### config.mk
export PLATFORM = sky130hd
export DESIGN_NAME = math_equation_solver
export DESIGN_NICKNAME = d
export VERILOG_FILES = /design/src/rtl/math_equation_solver.sv
export SDC_FILE = /design/constraint.sdc
export NUM_CORES = 1
export LEC_CHECK = 0
export ABC_AREA = 1
export CORE_MARGIN = 2
export CORE_UTILIZATION = 60
export CTS_CLUSTER_SIZE = 14
export DETAILED_ROUTE_END_ITERATION = 8
export PLACE_DENSITY_LB_ADDON = 0.05
export SLEW_MARGIN = 0
export SYNTH_ARGS = -nofsm -noshare
export SYNTH_HDL_FRONTEND = slang
export SYNTH_SLANG_ARGS = --single-unit
### constraint.sdc
create_clock -name clk -period 6.36 [get_ports clk]
set_input_delay 1.908 -clock clk [delete_from_list [all_inputs] [get_ports clk]]
set_output_delay 1.908 -clock clk [all_outputs]
set_load 0.1 [all_outputs]
### src/rtl/math_equation_solver.sv
// Recovers operand a from q = ((1+3c)*(a-b) - 4d) >>> 1 by trying exact signed
// division of 2q+4d+r (r = 0, then 1) by 1+3c, one restoring-division bit per cycle.
module math_equation_solver #(
  parameter int unsigned WIDTH = 8
) (
  input  logic                      clk,
  input  logic                      rst,
  input  logic                      valid_i,
  output logic                      ready_o,
  input  logic signed [2*WIDTH+3:0] q,
  input  logic signed [WIDTH-1:0]   b,
  input  logic signed [WIDTH-1:0]   c,
  input  logic signed [WIDTH-1:0]   d,
  output logic                      valid_o,
  input  logic                      ready_i,
  output logic signed [WIDTH-1:0]   a,
  output logic [1:0]                status
);

  localparam int unsigned QW = 2*WIDTH + 4;
  localparam int unsigned NB = 2*WIDTH + 6;
  localparam int unsigned CW = $clog2(NB);

  localparam logic [1:0] ST_OK    = 2'b00;
  localparam logic [1:0] ST_AMBIG = 2'b01;
  localparam logic [1:0] ST_NOSOL = 2'b10;
  localparam logic [1:0] ST_OVF   = 2'b11;

  typedef enum logic [2:0] {
    S_IDLE, S_PREP, S_DIV0, S_CHK0, S_DIV1, S_CHK1, S_DONE
  } state_t;

  state_t                   r_state;
  logic signed [QW-1:0]     r_q;
  logic signed [WIDTH-1:0]  r_b, r_c, r_d;
  logic signed [NB:0]       r_n0;
  logic signed [NB:0]       r_q0;
  logic                     r_ex0;
  logic                     r_neg;
  logic                     r_msgn;
  logic [NB-1:0]            r_div;
  logic [NB-1:0]            r_quo;
  logic [NB-1:0]            r_rem;
  logic [CW-1:0]            r_cnt;

  logic signed [NB:0] w_q_ext, w_b_ext, w_c_ext, w_d_ext;
  logic signed [NB:0] w_n0, w_n1, w_m;
  logic [NB:0]        w_shift;
  logic               w_ge;
  logic [NB-1:0]      w_rem_nx;
  logic signed [NB:0] w_quo_s, w_qs, w_sel, w_a_wide;
  logic               w_exact, w_inrange;
  logic [NB-WIDTH+1:0] w_hi;

  function automatic logic [NB-1:0] mag(input logic signed [NB:0] v);
    return NB'(v[NB] ? -v : v);
  endfunction

  // Wide signed operands: no intermediate result can overflow NB+1 bits
  assign w_q_ext = {{(NB+1-QW){r_q[QW-1]}}, r_q};
  assign w_b_ext = {{(NB+1-WIDTH){r_b[WIDTH-1]}}, r_b};
  assign w_c_ext = {{(NB+1-WIDTH){r_c[WIDTH-1]}}, r_c};
  assign w_d_ext = {{(NB+1-WIDTH){r_d[WIDTH-1]}}, r_d};
  assign w_n0    = (w_q_ext <<< 1) + (w_d_ext <<< 2);
  assign w_n1    = r_n0 + (NB+1)'(1);
  assign w_m     = w_c_ext + w_c_ext + w_c_ext + (NB+1)'(1);

  // One restoring step: shift next dividend bit into the partial remainder
  assign w_shift  = {r_rem, r_quo[NB-1]};
  assign w_ge     = w_shift >= {1'b0, r_div};
  assign w_rem_nx = NB'(w_shift - (w_ge ? {1'b0, r_div} : '0));

  assign w_quo_s  = $signed({1'b0, r_quo});
  assign w_qs     = r_neg ? -w_quo_s : w_quo_s;
  assign w_exact  = (r_rem == '0);

  assign w_sel     = r_ex0 ? r_q0 : w_qs;
  assign w_a_wide  = w_sel + w_b_ext;
  assign w_hi      = w_a_wide[NB:WIDTH-1];
  assign w_inrange = (&w_hi) | ~(|w_hi);

  always_ff @(posedge clk or negedge rst) begin
    if (!rst) begin
      r_state <= S_IDLE;
      ready_o <= 1'b1;
      valid_o <= 1'b0;
      a       <= '0;
      status  <= ST_OK;
      r_q     <= '0;
      r_b     <= '0;
      r_c     <= '0;
      r_d     <= '0;
      r_n0    <= '0;
      r_q0    <= '0;
      r_ex0   <= 1'b0;
      r_neg   <= 1'b0;
      r_msgn  <= 1'b0;
      r_div   <= '0;
      r_quo   <= '0;
      r_rem   <= '0;
      r_cnt   <= '0;
    end else begin
      case (r_state)
        S_IDLE: begin
          if (valid_i) begin
            r_q     <= q;
            r_b     <= b;
            r_c     <= c;
            r_d     <= d;
            ready_o <= 1'b0;
            r_state <= S_PREP;
          end
        end
        S_PREP: begin
          r_n0    <= w_n0;
          r_msgn  <= w_m[NB];
          r_neg   <= w_n0[NB] ^ w_m[NB];
          r_div   <= mag(w_m);
          r_quo   <= mag(w_n0);
          r_rem   <= '0;
          r_cnt   <= CW'(NB - 1);
          r_state <= S_DIV0;
        end
        S_DIV0, S_DIV1: begin
          r_rem <= w_rem_nx;
          r_quo <= {r_quo[NB-2:0], w_ge};
          r_cnt <= r_cnt - CW'(1);
          if (r_cnt == '0) begin
            r_state <= (r_state == S_DIV0) ? S_CHK0 : S_CHK1;
          end
        end
        S_CHK0: begin
          r_ex0   <= w_exact;
          r_q0    <= w_qs;
          r_neg   <= w_n1[NB] ^ r_msgn;
          r_quo   <= mag(w_n1);
          r_rem   <= '0;
          r_cnt   <= CW'(NB - 1);
          r_state <= S_DIV1;
        end
        S_CHK1: begin
          valid_o <= 1'b1;
          r_state <= S_DONE;
          if (!r_ex0 && !w_exact) begin
            a      <= '0;
            status <= ST_NOSOL;
          end else if (!w_inrange) begin
            a      <= '0;
            status <= ST_OVF;
          end else begin
            a      <= WIDTH'(w_a_wide);
            status <= (r_ex0 && w_exact) ? ST_AMBIG : ST_OK;
          end
        end
        S_DONE: begin
          if (ready_i) begin
            valid_o <= 1'b0;
            ready_o <= 1'b1;
            r_state <= S_IDLE;
          end
        end
        default: begin
          r_state <= S_IDLE;
          ready_o <= 1'b1;
          valid_o <= 1'b0;
        end
      endcase
    end
  end

endmodule

**Word level (Yosys, flattened, before mapping)**

Index checks and enable logic that the tools add are counted.

- Logic and storage cells: 91
- Output and inout port bits: 12
- Input port bits: 48
- Flip-flop bits (word level): 178

- Reduce and logical (&&, ||, !) cells: 20
- Bitwise operators: 6
- Order comparisons: 1
- Equal/unequal tests: 9
- Add/sub/neg operators: 12
- Multiplexer cells: 25

Operator list:

| operator | count |
|---|---|
| $mux 22 | 4 |
| $pmux 22 s3 | 1 |
| $mux 23 | 2 |
| $neg 22->22 | 2 |
| $pmux 22 s2 | 1 |
| $add 22x2->23 const B | 1 |
| $add 23x8->23 | 1 |
| $ge 23x22->1 | 1 |
| $neg 22->23 | 1 |
| $add 21x10->22 | 1 |
| $logic_not 22->1 | 1 |
| $neg 11->22 | 1 |
| $sub 22x22->22 | 1 |
| $pmux 3 s6 | 1 |
| $mux 8 | 2 |
| $reduce_and 16->1 | 1 |
| $reduce_or 16->1 | 1 |
| $mux 3 | 4 |
| $add 10x2->11 const B | 1 |
| $add 9x8->10 | 1 |
| $pmux 5 s2 | 1 |
| $reduce_or 5->1 | 2 |
| $add 8x8->9 | 1 |
| $eq 3x3->1 const B | 3 |
| 20 further kinds | 37 |

**Longest topological paths before layout**

- Depth in word-level cells: 9
- Gate-level depth with buffers: 31
- Mapped depth without buffers: 31

**Worst setup path after synthesis**

Ideal clock, no wire load.

- Path type: register to register
- From: register r_div[13]
- To: register r_rem[17]
- Library setup time: 0.118 ns
- Period minus slack after synthesis: 3.401 ns
- Cell stages (with the launch flop): 25
- Setup slack: 2.959 ns
- Data required time: 6.242 ns
- Path buffers: 1
- Data arrival time: 3.284 ns
- Cell sequence: dfrtp_1 > inv_1 > ha_1 > nand2_1 > nor2_1 > nand2_1 > inv_1 > nand4_1 > o21a_1 > nand3_1 > clkbuf_1 > nand2_1 > ha_1 > a21oi_1 > nand2_1 > a21oi_1 > o21ai_0 > a21oi_1 > inv_1 > nand2_1 > nand2_1 > a21oi_1 > nand2_1 > nand3_1 > nand2_1

- Word-level cells in the longest chain between the ends: 4

RTL lines:

| what | RTL line | text |
|---|---|---|
| start, declared | 41 | `logic [NB-1:0] r_div;` |
| start signal, assigned | 118 | `r_div <= mag(w_m);` |
| $ge 23x22->1 | 70 | `assign w_ge = w_shift >= {1'b0, r_div};` |
| $mux 22 (*) | 71 | `assign w_rem_nx = NB'(w_shift - (w_ge ? {1'b0, r_div} : '0));` |
| $sub 22x22->22 (*) | 71 |  |
| $pmux 22 s2 (*) | 103 | `case (r_state)` |
| end signal, assigned | 125 | `r_rem <= w_rem_nx;` |
| end, declared | 43 | `logic [NB-1:0] r_rem;` |

Mark *: on every way between the ends. The rest lies on a longest branch, timed or not.
A chain may end at the register's enable or synchronous reset.

**Final worst setup path**

- From: register r_rem[15]
- To: register r_rem[8]

- Word-level cells in the longest chain between the ends: 4

RTL lines:

| what | RTL line |
|---|---|
| $ge 23x22->1 | 70 |
| $mux 22 | 71 |
| $sub 22x22->22 | 71 |
| $pmux 22 s2 | 103 |

Every way passes these cells.

==> key figures <==
STA
  • Pins Over Slew Limit: 0
  • # setup viols final: 0
  • Transition time at the pin with the least slew margin: 1110 ps
  • RSZ-0062 raised after global routing: no
  • Clock skew: 12.8 ps
  • Max_slew headroom: 25.5%
  • Fmax: 214 MHz
  • Tcrit/Tclk final: 73.5%
  • Setup TNS: 0 ps
  • Fin. Hold Viols: 0
  • Fin crit period: 4670 ps

Critical path
  • CP bufs+invs: 2
  • CP Capture Type: flip-flop
  • Crit path DAT: 4970 ps
  • Critical path data required time: 6650 ps
  • CP most frequent cell: o21ai_0
  • Crit. path cell count: 17
  • CP top delay family: compound AO/OA/AOI/OAI gates
  • Worst setup path class: reg -> reg
  • Critical Path Max Stage Delay: 780 ps
  • R2r worst-path depth: 17
  • Worst path slowest cell: nand3_1
  • CP max FO: 23
  • Worst Setup Start Kind: flip-flop
  • Worst path cell trace: ha_1 > a21oi_1 > o21ai_0 > a21oi_1 > o21a_1 > nand3_1 > nand2_1 > inv_1 > ha_1 > fa_1 > o21ai_0 > nand2_1 > o21ai_0 > inv_1 > o21ai_0 > and2_1 > o22ai_1

Floorplanning
  • Die width: 155 um
  • Starting Density: 60.8%
  • Rows: 55
  • Core area: 22500 um2
  • Die ar.: 24000 um2
  • IO Pins: 60
  • Die Ht: 155 um

GRT
  • GR Overflow Total: 0
  • Vias in the first global route: 11.8k
  • First-pass GRT wire length: 55600 um
  • Initial antenna violation count: 0
  • Largest net degree at the start of global routing: 105
  • Tot GR Track Use: 28.2%

Logic synthesis
  • Post-synthesis cell area: 13700 um2
  • Most used DFF post-synth: dfrtp_1
  • Syn. warnings: 0
  • Post-synthesis register bit count: 176
  • Synth async-reset ratio: 100%
  • Synthesized instance count: 1942
  • Synth cell types: 53
  • Yosys top cell area share: 32.0%
  • Synth area leaders: dfrtp_1, nand2_1, ha_1, inv_1, o21ai_0
  • Avg Cell Area, Syn: 7.04 um2
  • Register area share after synthesis: 32.2%
  • Syn nets: 2094
  • Top cell type by total area after synthesis: dfrtp_1
  • EDFF count, synth: 0

Run status
  • Status: complete, no violations

Clocking
  • Root buffer selected by CTS: clkbuf_16
  • Clk buf depth: 2
  • H-Tree Depth: 4
  • Hold-fix buffers, CTS: 0
  • Clock latency on the worst-skew pair: 440 ps
  • Clk sinks: 176
  • Clk pin slew, worst setup/hold paths: 80 ps
  • CTS tree: built
  • Number of post-CTS setup repair buffers: 0
  • CTS Buf Count: 17
  • Post-CTS Resized: 0

Placement
  • Post-DP HPWL: 24800 um
  • I/O Buffers: 59
  • RePlAce Congestion: 0.960

Finish
  • Proportion of layout cells with a drive suffix above 1: 6.94%
  • Antenna diodes: 0
  • Nets: 2128
  • Area growth from synthesis to final layout: 10.3%
  • Commonest cells after routing, fill and taps aside: nand2_1, inv_1, dfrtp_1, o21ai_0, nor2_1
  • Filler cell count in the final layout: 1947
  • Most common cell after layout, fill and taps aside: nand2_1

Job
  • Max-capacitance violation count: 0

Routing
  • Initial DRC Count: 941
  • Routed WL per cell: 14.3 um
  • Post-route ant nets: 0
  • Post-route DRC violation count: 0
  • Final wirelength: 32600 um
  • Routed via count: 12.6k
  • DR pass1 iterations: 5
  • Vias/cell: 5.52

Min path
  • Hold Path Cell Cnt: 2
  • Hold WC Path Type: reg -> reg
[state kept, by name, indices dropped and copies added (netlist names)]
register / flops
r_msgn: 1
r_cnt: 5
r_neg: 1
status: 2
r_c: 8
r_ex0: 1
r_div: 21
r_q: 20
valid_o: 1
a: 8
ready_o: 1
r_b: 8
r_rem: 22
r_n0: 21
r_quo: 22
r_state: 3
r_d: 8
r_q0: 23
[path summary, 6_finish.rpt]
path | slack (ps) | endpoint | from
worst max-delay path | 1690 | r_rem[8] | r_rem[15]
worst min-delay path | 490 | r_q0[19] | r_q0[19]
worst max register to register | 1690 | r_rem[8] | r_rem[15]
worst min register to register | 490 | r_q0[19] | r_q0[19]
max in group asynchronous | 3840 | r_q0[22] | rst
min in group asynchronous | 1590 | r_rem[15] | rst
[kinds of logic (layout without fill, tap and decap cells)]
group | Yosys count | in the layout | share of synthesized area (%)
fa+ha+maj | 104 | 104 | 9.73
simple gates | 941 | 941 | 29.6
mux | 38 | 38 | 3.13
flops | 176 | 176 | 32.2
buf+inv | 316 | 363 | 9.06
compound gates | 307 | 307 | 12.4
xor+xnor | 60 | 60 | 3.84
[layout make-up]
| type | count | area (um2) | share of cell area [%] |
|---|---|---|---|
| clock buffer | 17 | 425 | 2.82 |
| timing repair buffer | 66 | 657 | 4.35 |
| tap | 285 | 357 | 2.36 |
| multi-input combinational | 1450 | 8040 | 53.3 |
| inverter | 265 | 997 | 6.61 |
| clock inverter | 15 | 208 | 1.38 |
| sequential | 176 | 4410 | 29.2 |
[metrics by stage]
| stage | worst slack [ps] | util, % | instances | instance area, um2 | hold slack (ps) |
|---|---|---|---|---|---|
| 2_1_floorplan | 2960 | - | 1942 | 13700 | 449 |
| 3_3_place_gp | 1990 | 64.3 | 2242 | 14500 | 455 |
| 3_5_place_dp | 1850 | 64.3 | 2242 | 14500 | 466 |
| 4_1_cts | 1820 | 67.1 | 2274 | 15100 | 486 |
| 5_1_grt | 1380 | 67.1 | 2274 | 15100 | 509 |
| 6_report | 1690 | 67.1 | 2274 | 15100 | 485 |
[synth_stat cells (5+ instances only)]
master	number
o22ai_1	10
o21bai_1	7
xnor2_1	18
clkbuf_1	34
xor2_1	42
nand2_2	17
buf_2	10
nor2_2	5
inv_2	7
a32oi_1	6
a21oi_1	100
dfrtp_1	175
nor3_1	18
nor4_1	7
nand3_1	123
o31ai_1	5
nand4_1	29
ha_1	100
nand3b_1	14
nand2_1	559
mux2_2	38
a31oi_1	10
o21ai_0	141
nor2_1	139
a41oi_1	6
nand3_2	7
or2_2	7
inv_1	255
[per-layer routing]
layer / track usage (%) / part of all wire, %
met5: 0 / 0
met3: 3.76 / 4.9
met4: 6.75 / 1.2
met1: 39.9 / 48
met2: 46.1 / 46
[worst min-delay path, stage by stage, from the launching register on]
cell     delay [ps]
dfrtp_1         350
nand2_1          50
nand2_1          50
Power is not shown: default switching activity piles up to over one toggle a cycle in this logic, so the estimate is an artifact.
